File: src/rtl/calc_pkg.sv
// Shared types for the calculator operation sequencer: op codes, FSM states, default operand width.
package calc_pkg;

  localparam int OPW_DEFAULT = 4;

  // Encoding matches btn[1:0] on the board.
  typedef enum logic [1:0] {
    OP_ADD = 2'b00,
    OP_SUB = 2'b01,
    OP_DIV = 2'b10,
    OP_MUL = 2'b11
  } op_e;

  typedef enum logic [1:0] {
    ST_IDLE = 2'b00,
    ST_CALC = 2'b01,
    ST_ITER = 2'b10,
    ST_DONE = 2'b11
  } state_e;

endpackage

File: src/rtl/calc_op_sequencer_if.sv
// Request/result bundle between the switch/button front end and the operation sequencer.
interface calc_op_sequencer_if #(parameter int OPW = calc_pkg::OPW_DEFAULT);
  import calc_pkg::*;

  logic             start;
  op_e              op;
  logic [OPW-1:0]   a;
  logic [OPW-1:0]   b;
  logic             busy;
  logic             done;
  logic [2*OPW-1:0] result;
  logic             err;

  modport master (output start, op, a, b, input busy, done, result, err);
  modport slave  (input start, op, a, b, output busy, done, result, err);

endinterface

File: src/rtl/calc_iter_unit.sv
// Iterative shift-add multiplier and restoring divider, one step per cycle when step is high.
// Outputs show the value after the current step, so they are final during the last step cycle.
module calc_iter_unit #(
  parameter int OPW = calc_pkg::OPW_DEFAULT
) (
  input  logic             clk,
  input  logic             rst,
  input  logic             load,
  input  logic             step,
  input  logic [OPW-1:0]   a,
  input  logic [OPW-1:0]   b,
  output logic [2*OPW-1:0] product,
  output logic [OPW-1:0]   quotient,
  output logic [OPW-1:0]   remainder
);

  logic [2*OPW-1:0] acc, mcand, acc_nxt;
  logic [OPW-1:0]   mplier, quot, rem, divisor;
  logic [OPW-1:0]   quot_nxt, rem_nxt;
  logic [OPW:0]     trial, diff;
  logic             ge;

  assign acc_nxt = acc + (mplier[0] ? mcand : '0);

  // Partial remainder stays below the divisor, so the sign of diff decides restore vs keep.
  assign trial    = {rem, quot[OPW-1]};
  assign diff     = trial - {1'b0, divisor};
  assign ge       = ~diff[OPW];
  assign quot_nxt = {quot[OPW-2:0], ge};
  assign rem_nxt  = ge ? diff[OPW-1:0] : trial[OPW-1:0];

  always_ff @(posedge clk) begin
    if (rst) begin
      acc     <= '0;
      mcand   <= '0;
      mplier  <= '0;
      rem     <= '0;
      quot    <= '0;
      divisor <= '0;
    end else if (load) begin
      acc     <= '0;
      mcand   <= {{OPW{1'b0}}, b};
      mplier  <= a;
      rem     <= '0;
      quot    <= a;
      divisor <= b;
    end else if (step) begin
      acc     <= acc_nxt;
      mcand   <= mcand << 1;
      mplier  <= mplier >> 1;
      rem     <= rem_nxt;
      quot    <= quot_nxt;
    end
  end

  assign product   = acc_nxt;
  assign quotient  = quot_nxt;
  assign remainder = rem_nxt;

endmodule

File: src/rtl/calc_op_sequencer.sv
// Sequences one ADD/SUB/MUL/DIV request over a shared datapath; ADD/SUB/DIV-by-0 take 1 compute cycle, MUL/DIV take OPW.
// start is only sampled in IDLE; CALC_SEQ_REMAINDER_EN packs the DIV remainder into result[2*OPW-1:OPW].
module calc_op_sequencer
  import calc_pkg::*;
#(
  parameter int OPW = OPW_DEFAULT
) (
  input logic               clk,
  input logic               rst,
  calc_op_sequencer_if.slave bus
);

  localparam int RW = 2 * OPW;
  localparam int CW = (OPW > 1) ? $clog2(OPW) : 1;

  state_e         state, state_nxt;
  logic [CW-1:0]  cnt;
  op_e            op_q;
  logic [OPW-1:0] a_q, b_q;
  logic [RW-1:0]  result_q, calc_res, div_res, dbz_res;
  logic           err_q, calc_err;
  logic           load, step, last_step, busy, done;
  logic [RW-1:0]  iter_prod;
  logic [OPW-1:0] iter_quot, iter_rem;

  calc_iter_unit #(.OPW(OPW)) u_iter (
    .clk       (clk),
    .rst       (rst),
    .load      (load),
    .step      (step),
    .a         (bus.a),
    .b         (bus.b),
    .product   (iter_prod),
    .quotient  (iter_quot),
    .remainder (iter_rem)
  );

  assign last_step = (cnt == CW'(OPW - 1));

  always_ff @(posedge clk) begin
    if (rst) state <= ST_IDLE;
    else     state <= state_nxt;
  end

  always_comb begin
    state_nxt = state;
    load      = 1'b0;
    step      = 1'b0;
    busy      = 1'b1;
    done      = 1'b0;
    case (state)
      ST_IDLE: begin
        busy = 1'b0;
        if (bus.start) begin
          load = 1'b1;
          if ((bus.op == OP_MUL) || ((bus.op == OP_DIV) && (bus.b != '0)))
            state_nxt = ST_ITER;
          else
            state_nxt = ST_CALC;
        end
      end
      ST_CALC: state_nxt = ST_DONE;
      ST_ITER: begin
        step = 1'b1;
        if (last_step) state_nxt = ST_DONE;
      end
      ST_DONE: begin
        done      = 1'b1;
        state_nxt = ST_IDLE;
      end
      default: state_nxt = ST_IDLE;
    endcase
  end

`ifdef CALC_SEQ_REMAINDER_EN
  assign div_res = {iter_rem, iter_quot};
  assign dbz_res = {a_q, {OPW{1'b1}}};
`else
  logic [OPW-1:0] unused_rem;
  assign unused_rem = iter_rem;
  assign div_res    = {{OPW{1'b0}}, iter_quot};
  assign dbz_res    = {{OPW{1'b0}}, {OPW{1'b1}}};
`endif

  // MUL never reaches CALC, so the default arm only serves divide-by-zero.
  always_comb begin
    calc_res = '0;
    calc_err = 1'b0;
    case (op_q)
      OP_ADD:  calc_res = {{OPW{1'b0}}, a_q} + {{OPW{1'b0}}, b_q};
      OP_SUB:  calc_res = {{OPW{1'b0}}, a_q} - {{OPW{1'b0}}, b_q};
      default: begin
        calc_res = dbz_res;
        calc_err = 1'b1;
      end
    endcase
  end

  always_ff @(posedge clk) begin
    if (rst) begin
      cnt      <= '0;
      op_q     <= OP_ADD;
      a_q      <= '0;
      b_q      <= '0;
      result_q <= '0;
      err_q    <= 1'b0;
    end else begin
      if (load) begin
        op_q <= bus.op;
        a_q  <= bus.a;
        b_q  <= bus.b;
        cnt  <= '0;
      end
      if (step) cnt <= cnt + CW'(1);
      if (state == ST_CALC) begin
        result_q <= calc_res;
        err_q    <= calc_err;
      end else if (step && last_step) begin
        result_q <= (op_q == OP_MUL) ? iter_prod : div_res;
        err_q    <= 1'b0;
      end
    end
  end

  assign bus.busy   = busy;
  assign bus.done   = done;
  assign bus.result = result_q;
  assign bus.err    = err_q;

endmodule

File: src/flat_wrapper.sv
// flat-port wrapper written by rule: the top's interface ports become plain ports
module calc_op_sequencer_flat import calc_pkg::*;
#(
  parameter int OPW = OPW_DEFAULT
)
  (clk, rst, bus_start, bus_op, bus_a, bus_b, bus_busy, bus_done, bus_result, bus_err);
  calc_op_sequencer_if #(.OPW(OPW)) bus_i ();
  input logic clk;
  input logic rst;
  input wire logic [$bits(bus_i.start)-1:0] bus_start;
  input wire logic [$bits(bus_i.op)-1:0] bus_op;
  input wire logic [$bits(bus_i.a)-1:0] bus_a;
  input wire logic [$bits(bus_i.b)-1:0] bus_b;
  output wire logic [$bits(bus_i.busy)-1:0] bus_busy;
  output wire logic [$bits(bus_i.done)-1:0] bus_done;
  output wire logic [$bits(bus_i.result)-1:0] bus_result;
  output wire logic [$bits(bus_i.err)-1:0] bus_err;
  assign bus_i.start = bus_start;
  assign bus_i.op = bus_op;
  assign bus_i.a = bus_a;
  assign bus_i.b = bus_b;
  assign bus_busy = bus_i.busy;
  assign bus_done = bus_i.done;
  assign bus_result = bus_i.result;
  assign bus_err = bus_i.err;
  calc_op_sequencer #(.OPW(OPW)) u_core (.clk(clk), .rst(rst), .bus(bus_i));
endmodule
File: config.mk
export PLATFORM = sky130hd
export DESIGN_NAME = calc_op_sequencer_flat
export DESIGN_NICKNAME = d
export VERILOG_FILES = /design/src/rtl/calc_pkg.sv /design/src/rtl/calc_op_sequencer_if.sv /design/src/rtl/calc_iter_unit.sv /design/src/rtl/calc_op_sequencer.sv /design/src/flat_wrapper.sv
export SDC_FILE = /design/constraint.sdc
export NUM_CORES = 1
export LEC_CHECK = 0
export ABC_CLOCK_PERIOD_IN_PS = 2500
export CORE_MARGIN = 4
export CORE_UTILIZATION = 58
export DETAILED_ROUTE_END_ITERATION = 12
export GPL_ROUTABILITY_DRIVEN = 1
export PLACE_DENSITY = 0.86
export SYNTH_ARGS = -nofsm -noshare
export SYNTH_HDL_FRONTEND = slang
export SYNTH_SLANG_ARGS = --single-unit
File: constraint.sdc
create_clock -name clk -period 2.5 [get_ports clk]
set_input_delay 0.625 -clock clk [delete_from_list [all_inputs] [get_ports clk]]
set_output_delay 0.625 -clock clk [all_outputs]
set_load 0.02 [all_outputs]
# ---- After elaboration in Yosys (flattened, before gate mapping)
# Index checks and enable logic that the tools add are counted.
dict set report word_totals {
  out_inout_bits 11
  reg_bits 51
  word_cells 66
}
dict set report classes {
  eq_ne 10
  bitwise_logic 1
  add_sub_neg 5
  reduce_logical 11
  mux 26
}
# op n
set op_table {}
lappend op_table {{$mux 8} 4}
lappend op_table {{$mux 4} 7}
lappend op_table {{$pmux 8 s2} 1}
lappend op_table {{$eq 2x2->1 const B} 6}
lappend op_table {{$mux 2} 5}
lappend op_table {{$add 8x8->8} 1}
lappend op_table {{$mux 1} 8}
lappend op_table {{$pmux 2 s4} 1}
lappend op_table {{$add 4x4->5} 1}
lappend op_table {{$sub 4x4->5} 1}
lappend op_table {{$sub 5x4->5} 1}
lappend op_table {{$eq 2x1->1 const B} 2}
lappend op_table {{$logic_not 2->1} 2}
lappend op_table {{$reduce_bool 2->1} 2}
lappend op_table {{$reduce_bool 4->1} 1}
lappend op_table {{$reduce_or 2->1} 2}
lappend op_table {{$add 2x1->2 const B} 1}
lappend op_table {{$logic_and 1x1->1} 2}
lappend op_table {{$ne 2x1->1 const B} 1}
lappend op_table {{$ne 2x2->1 const B} 1}
lappend op_table {{$reduce_and 2->1} 1}
lappend op_table {{$logic_or 1x1->1} 1}
lappend op_table {{$not 1->1} 1}

# ---- Longest topological paths before layout
# Gate-level depths: netlist (run 1).
dict set report depth {
  depth_word 6
  depth_mapped 9
}

# ---- Cells and area by module
# Synthesis (run 1) repeated with hierarchy kept, for this count alone.
dict set report hier_totals {
  hier_cells 397
  hier_area_um2 3333.2
}
# module area_per_inst_um2 cells_per_inst n_inst
set by_module_without_submodules {}
lappend by_module_without_submodules {calc_iter_unit 1923.1 222 1}
lappend by_module_without_submodules {calc_op_sequencer 1410.1 175 1}

# ---- Worst setup path before layout (run 1)
# No wires, ideal clock.
dict set report synth_path {
  path_kind {register to register}
  startpoint {register u_core.u_iter.quot[3]}
  endpoint {register u_core.u_iter.rem[0]}
  stages_incl_launch_ff 9
  slack_ns 0.501
  arrival_ns 1.929
  path_cell_list {dfxtp_1 -> inv_1 -> ha_1 -> fa_1 -> nand2b_2 -> a21oi_4 -> xnor2_2 -> mux2_1 -> a21oi_1}
}
dict set report synth_between {
  elab_chain_len 2
}
# element line
set synth_rtl {}
lappend synth_rtl {{start: declaration} calc_iter_unit.sv:18} ;# logic [OPW-1:0] mplier, quot, rem, divisor;
lappend synth_rtl {{start signal: assignment} calc_iter_unit.sv:52} ;# quot <= quot_nxt;
lappend synth_rtl {{$sub 5x4->5} calc_iter_unit.sv:27} ;# assign diff = trial - {1'b0, divisor};
lappend synth_rtl {{$mux 4 (*)} calc_iter_unit.sv:30} ;# assign rem_nxt = ge ? diff[OPW-1:0] : trial[OPW-1:0];
lappend synth_rtl {{end signal: assignment} calc_iter_unit.sv:51} ;# rem <= rem_nxt;
lappend synth_rtl {{end: declaration} calc_iter_unit.sv:18}
# Every way passes the cells marked *; elsewhere a longest branch is shown, timed or not.
# A chain may end at the register's enable or synchronous reset.

# ---- Worst setup path after layout (run 1)
dict set report layout_path {
  startpoint {register u_core.state[0]}
  endpoint {output bus_busy}
}
dict set report layout_between {
  elab_chain_len 2
}
# element line
set layout_rtl {}
lappend layout_rtl {{start: declaration} calc_op_sequencer.sv:16} ;# state_e state, state_nxt;
lappend layout_rtl {{start signal: assignment} calc_op_sequencer.sv:42} ;# else state <= state_nxt;
lappend layout_rtl {{$logic_not 2->1} calc_op_sequencer.sv:51} ;# case (state)
lappend layout_rtl {{$mux 1} calc_op_sequencer.sv:51}
lappend layout_rtl {{end: declaration} flat_wrapper.sv:14} ;# output wire logic [$bits(bus_i.busy)-1:0] bus_busy;
# No other way between the ends.

==> results.toml, run 1 <==
[cells_and_area]
fin_cells = 432
drive_above_1_share_pct = 6.03
diodes = 0
fillCellCount = 431
nets = 406
fin_util_pct = 68.8
regArea_sq_mm = 0.00102
synthToLayoutAreaGrowth_pct = 13.1
multi_input_area_sq_mm = 0.00178
fin_area_sq_mm = 0.00331

[yosys]
synth.area.top_cells = "dfxtp_1 (35%), ha_1 (11%), a21oi_1 (7.3%)"
yosysTopAreaCellShare_pct = 34.9
synth_top_area_cell = "dfxtp_1"
ys.warnings.count = 0
syn_area_per_cell_sq_um = 8.56
syn_inst = 342
yosysSeqAreaShare_pct = 34.9
ys_ff_latch = 51
syn_nets = 384
netlist_area_sq_mm = 0.00293
synth_cell_types = 51

[routing]
num_vias = 2483
drc = 0
drt_wl_total_mm = 6.52
drt-pass1-iter-count = 4
drtAntennaViolNets = 0
initialDrtViolationCount = 191
viasPerCell = 5.75
wl_per_cell_microns = 15.1

[hold_path]
worstHoldPathType = "flop to flop"

[cts]
cts-resized-gates = 0
postCtsSetupBuffers = 0
clock_sinks = 51
hold_buffers = 0
clk_pin_slew_ns = 0.08
cts_buffers = 5
cts_tree = "done"
cts_buffer_depth = 2
cts.root.buffer_cell = "clkbuf_8"
ctsHtreeMaxLevel = 2
clock_latency_ns = 0.30

[global_route]
grt_overflow = 0
grtUsageTotal_pct = 22.8
first_global_vias = 2486
grt_max_degree = 34
grt_antenna_before_repair = 0
grt_first_pass_wirelength_mm = 11.4

[placed_design]
dp_cells = 424
dpl_cell_area_sq_mm = 0.00323
dp_hpwl_mm = 5.10
io_buffers = 23
gp_congestion = 0.896

[setup_path]
crit_type = "flop to output port"
slowest_delay_ns = 0.60
cp.buffers_inverters = 3
slowest_stage = "clkdlybuf4s50_1"
start_kind = "flop"
cp-end-kind = "output port"
cp_max_fo = 4
crit_arrival_ns = 1.72
path_cells = "inv_1 > ha_1 > inv_1 > clkdlybuf4s50_1"
rrSetupSlack_ns = 0.31
crit_family = "buffers and inverters"
crit_top_cell = "inv_1"
cp.required_ns = 1.88

[sta]
clock_skew_ns = 0.0118
worst_pin_slew_ns = 0.601
slew_violations = 0
maxSlewHeadroom_pct = 59.9
finalCritPeriodShare_pct = 93.6
rsz0062_at_grt = "no"
tns_ns = 0
finalSetupViolCount = 0
finalHoldViolCount = 0
min_period_ns = 2.34
holdWs_ns = 0.467
fmax_mhz = 427

[floorplan]
die-area_sq_mm = 0.00625
die_y_microns = 79.1
fp.dieW_microns = 79.1
start_util_pct = 60.8
io_pins = 24
row_count = 25
core-area_sq_mm = 0.00482

[power]
p_clk_share_pct = 16.2
p_per_area_mw_per_mm2 = 847
switching_share_pct = 39.5
seq_power_share_pct = 38.7
power.internal_mw = 1.70
leakage_nw = 1.32
net-switching-power_mw = 1.11
peakVddDrop_uv = 567
pwr-share-comb_pct = 45.1

[outcome]
run_status = "completed"

[job]
drv_cap = 0
==> final timing paths <==
path	start	endpoint	cells after the start
min reg2reg	u_core.u_iter.mplier[3]	u_core.u_iter.mplier[3]	2
max reg2reg	u_core.u_iter.quot[3]	u_core.u_iter.rem[0]	8
min	u_core.u_iter.mplier[3]	u_core.u_iter.mplier[3]	2
max	u_core.state[0]	bus_busy	4
==> worst register-to-register path, cell delays in order (launching register included) <==
cell and delay [ns]:
dfxtp_1 0.32, inv_1 0.05, ha_1 0.22, fa_1 0.42, nand2b_2 0.22, a21oi_4 0.19
xnor2_2 0.21, mux2_1 0.37, a21oi_1 0.14
==> cells in the mapped netlist (all sizes together) <==
master,number
dfxtp,51
nand2,46
a21oi,44
nor2,29
ha,25
inv,17
mux2i,16
buf,8
nand2b,8
o21ai,8
xnor2,8
and2,7
clkbuf,7
mux2,7
o21bai,5
fa,4
a211oi,3
a22oi,3
nand3,3
nand3b,3
nor2b,3
o211ai,3
o22ai,3
xor2,3
a21boi,2
a31oi,2
nand4,2
nor3b,2
o221ai,2
o311ai,2
or2,2
or4,2
a2111oi,1
a211o,1
a21o,1
a2bb2oi,1
a311oi,1
and4,1
nand4b,1
nor3,1
nor4b,1
o2111ai,1
o21a,1
or3,1
==> power groups by stage <==
stage	clock, mW	sequential [mW]	combinational, mW
after floorplan	0	1.09	0.911
after global placement	0	1.09	1.20
after detailed placement	0	1.10	1.25
after CTS	0.466	1.08	1.26
after global routing	0.505	1.11	1.40
final	0.455	1.09	1.27
==> metrics by stage <==
stage	setup WS, ns	total power [mW]
after floorplan	0.501	2.00
after global placement	0.422	2.29
after detailed placement	0.339	2.36
after CTS	0.160	2.81
after global routing	0.0579	3.02
final	0.160	2.81
==> sequential cells by signal, indices dropped and copies added (netlist names) <==
name,flops
u_core.op_q,2
u_core.u_iter.mcand,8
u_core.state,2
u_core.u_iter.acc,8
u_core.b_q,4
u_core.bus.err,1
u_core.cnt,2
u_core.a_q,4
u_core.u_iter.mplier,4
u_core.u_iter.rem,4
u_core.bus.result,8
u_core.u_iter.quot,4
==> cell usage in the layout (no fill, tap or decap), drive strengths merged, types with 4 or more instances in the layout <==
| cell | n |
|---|---|
| nand2 | 46 |
| buf | 7 |
| nor2 | 29 |
| mux2 | 7 |
| o21ai | 8 |
| xnor2 | 8 |
| clkbuf | 7 |
| a21oi | 44 |
| inv | 17 |
| clkdlybuf4s50 | 23 |
| nand2b | 8 |
| fa | 4 |
| o21bai | 5 |
| dfxtp | 51 |
| and2 | 7 |
| mux2i | 16 |
| ha | 25 |
==> cell families (layout without fill, tap and decap cells) <==
kind of cell / count (synthesis) / in the layout / share of synthesized area [%]
AOI/OAI and AO/OA: 84 / 84 / 17.6
xor gates and xnor gates: 11 / 11 / 3.55
adders and majority gates: 29 / 29 / 13.4
buffers and inverters: 32 / 55 / 4.36
DFF: 51 / 51 / 34.9
muxes: 23 / 23 / 8.16
and+or+nand+nor: 112 / 112 / 18.0
==> area by class of cell <==
class                           count  area share [%]
Clock buffer                        7            2.30
Clock inverter                      1           0.151
Inverter                           17            1.93
Multi-Input combinational cell    259            53.7
Sequential cell                    51            30.8
Tap cell                           67            2.53
Timing Repair Buffer               30            8.53
==> routing by layer <==
metal | up-vias | GRT usage (%) | share of wire, %
met3 | 17 | 4.31 | 5.2
met2 | 74 | 38.1 | 49
met4 | 0 | 8.42 | 2.0
li1 | 1225 | - | -
met1 | 1167 | 29.2 | 44
met5 | - | 0 | 0
Note: power is estimated with default switching activity, not from simulation.
==> run 2: changes to the inputs <==
--- a/config.mk
+++ b/config.mk
@@ -5,12 +5,14 @@
 export SDC_FILE = /design/constraint.sdc
 export NUM_CORES = 1
 export LEC_CHECK = 0
+export ABC_AREA = 1
 export ABC_CLOCK_PERIOD_IN_PS = 2500
 export CORE_MARGIN = 4
 export CORE_UTILIZATION = 58
+export CTS_CLUSTER_DIAMETER = 120
 export DETAILED_ROUTE_END_ITERATION = 12
 export GPL_ROUTABILITY_DRIVEN = 1
-export PLACE_DENSITY = 0.86
+export PLACE_DENSITY = 0.85
 export SYNTH_ARGS = -nofsm -noshare
 export SYNTH_HDL_FRONTEND = slang
 export SYNTH_SLANG_ARGS = --single-unit
==> run 2 against run 1 <==
Against the previous run: critical path depth unchanged; hold slack better by 0.0072 ns; design area up 3.7%; clock-buffer cell count stayed put; register-to-register slack improved by 0.13 ns; sequential share of layout area is 1.1 points lower; first-iteration DRC count down 8.9%; wire length is 9.1% higher; largest power group unchanged; power grew 2.5%; cell count increased by 22%; highest routed layer unchanged; clock power increased by 0.9%; critical path type unchanged; combinational power is 6% higher; largest cell class unchanged.
==> results.toml, run 2 <==
[outcome]
run_status = "completed"

[yosys]
syn_inst = 435
synth_top_area_cell = "dfxtp_1"
yosysMostFrequentCell = "nand2_1"
synth-compound-area-share_pct = 14.0
synth.area.top_cells = "dfxtp_1 (33%), nand2_1 (14%), ha_1 (10%)"
yosys.area_share.xor_xnor_pct = 1.95
syn_nets = 477
synth_edf_count = 0
syn_area_per_cell_sq_um = 7.09
ys_ff_latch = 51
async_flop_share_pct = 0
synth_top_family_by_area = "simple AND/OR/NAND/NOR gates"
synth_cell_types = 38
synthMuxAreaShare_pct = 0
synthSimpleGateAreaFrac_pct = 27.0
ys.warnings.count = 0
synthAdderAreaFrac_pct = 12.7
yosysSeqAreaShare_pct = 33.1
synth_common_cells = "nand2_1 (114), inv_1 (55), dfxtp_1 (51), a21oi_1 (35), nand3_1 (30)"
netlist_area_sq_mm = 0.00308
synth_ff_type = "dfxtp_1"
yosysTopAreaCellShare_pct = 33.1

[power]
leakage_nw = 1.68
p_per_area_mw_per_mm2 = 838
peakVddDrop_uv = 526

[cts]
ctsHtreeMaxLevel = 2
cts_buffers = 5
clk_pin_slew_ns = 0.09
clock_latency_ns = 0.30
cts_tree = "done"
cts.root.buffer_cell = "clkbuf_8"
hold_buffers = 0
postCtsSetupBuffers = 0
cts-resized-gates = 0
clock_sinks = 51
cts_buffer_depth = 2

[setup_path]
cp_max_fo = 4
slowest_delay_ns = 0.61
reg2reg_depth = 11
crit_type = "flop to output port"
slowest_stage = "clkdlybuf4s50_1"
cp.required_ns = 1.88
endpoint = "bus_busy"
start_kind = "flop"
crit_arrival_ns = 1.71
crit_top_cell = "inv_1"
cp-startpoint = "u_core.state[0]"
rrSetupSlack_ns = 0.44
rr_endpoint = "u_core.bus.result[4]"
cp-end-kind = "output port"
path_cells = "inv_1 > ha_1 > inv_1 > clkdlybuf4s50_1"
r2r-start = "u_core.u_iter.mplier[0]"

[cells_and_area]
mostFrequentLayoutCells = "nand2_1 (114), inv_1 (55), dfxtp_1 (51), a21oi_1 (35), nand3_1 (30)"
multi_input_area_sq_mm = 0.00172
fin_util_pct = 66.8
diodes = 0
fillCellCount = 453
regArea_sq_mm = 0.00102
synthToLayoutAreaGrowth_pct = 11.4
fin_area_sq_mm = 0.00343
nets = 499
final_common_cell = "nand2_1"
drive_above_1_share_pct = 8.08

[floorplan]
die_y_microns = 80.9
fp.dieW_microns = 80.9
core-area_sq_mm = 0.00514
io_pins = 24
die-area_sq_mm = 0.00655
start_util_pct = 60.0
row_count = 26

[placed_design]
dp_hpwl_mm = 5.51
dpl_cell_area_sq_mm = 0.00335
io_buffers = 23
gp_congestion = 0.945

[sta]
worst_pin_slew_ns = 0.620
rsz0062_at_grt = "no"
finalCritPeriodShare_pct = 93.2
min_period_ns = 2.33
slew_violations = 0
finalHoldViolCount = 0
tns_ns = 0
clock_skew_ns = 0.00414
finalSetupViolCount = 0
maxSlewHeadroom_pct = 58.7
fmax_mhz = 429
holdWs_ns = 0.474

[routing]
wl_per_cell_microns = 13.5
drtAntennaViolNets = 0
drt_wl_total_mm = 7.12
drt-pass1-iter-count = 6
num_vias = 2850
initialDrtViolationCount = 174
drc = 0
viasPerCell = 5.40

[global_route]
grt_overflow = 0
grt_first_pass_wirelength_mm = 11.9
grt_antenna_before_repair = 0
grtUsageTotal_pct = 23.2
first_global_vias = 2752
grt_max_degree = 19

[job]
drv_cap = 0

[hold_path]
worstHoldPathType = "flop to flop"
run 2: changes by cell type after synthesis, sizes merged, moves of 5 or more:
cell    delta
a21oi      -8
o21ai     +10
nand3     +30
inv       +49
mux2i     -16
mux2       -7
o21bai     -5
nand2     +75
and2       -7
nand2b     -8
clkbuf     -6
run 2: area by class of cell:
| type | count | share of cell area (%) |
|---|---|---|
| Multi-Input combinational cell | 302 | 50.0 |
| Sequential cell | 51 | 29.7 |
| Inverter | 70 | 7.80 |
| Timing Repair Buffer | 27 | 7.58 |
| Tap cell | 70 | 2.55 |
| Clock buffer | 7 | 2.22 |
| Clock inverter | 1 | 0.146 |
run 2: power by group:
part | internal, mW | switching [mW]
sequential | 0.962 | 0.114
combinational | 0.485 | 0.859
clock | 0.197 | 0.262
total | 1.64 | 1.24
run 2: worst max-delay path: cells and delay by family (launching register included):
family,cells,cell delay [ns]
buf+inv,3,0.78
fa+ha+maj,1,0.23
flops,1,0.39
run 2: metal layers:
metal / vias up / routed length, microns / part of all wire [%] / track usage (%)
met5: - / 0 / 0 / 0
met4: 0 / 186 / 2.6 / 9.29
met3: 16 / 373 / 5.2 / 5.54
met2: 81 / 3420 / 48 / 40.6
met1: 1314 / 3140 / 44 / 27.2
li1: 1439 / - / - / -
run 2: cells by family after synthesis:
kind of cell | count (synthesis)
flip-flops | 51
AND/OR/NAND/NOR | 191
AO/OA/AOI/OAI | 76
buffers and inverters | 82
XOR/XNOR | 6
adder cells (fa/ha/maj) | 29
run 2: how the worst min path moves through the flow:
stage          cells past startpoint  slack (ns)                    start                 endpoint
2_1_floorplan                      2        0.44  u_core.u_iter.mplier[3]  u_core.u_iter.mplier[3]
3_3_place_gp                       2        0.45  u_core.u_iter.mplier[3]  u_core.u_iter.mplier[3]
3_5_place_dp                       2        0.46           u_core.bus.err           u_core.bus.err
4_1_cts                            2        0.48           u_core.bus.err           u_core.bus.err
5_1_grt                            2        0.49           u_core.bus.err           u_core.bus.err
6_report                           2        0.47            u_core.cnt[1]            u_core.cnt[1]
run 2: stage by stage:
stage          power (mW)  cells  worst slack, ns
4_1_cts              2.88    528            0.162
5_1_grt              3.09    528            0.110
3_5_place_dp         2.42    520            0.462
3_3_place_gp         2.39    520            0.484
2_1_floorplan        2.08    435            0.776
6_report             2.88    528            0.170
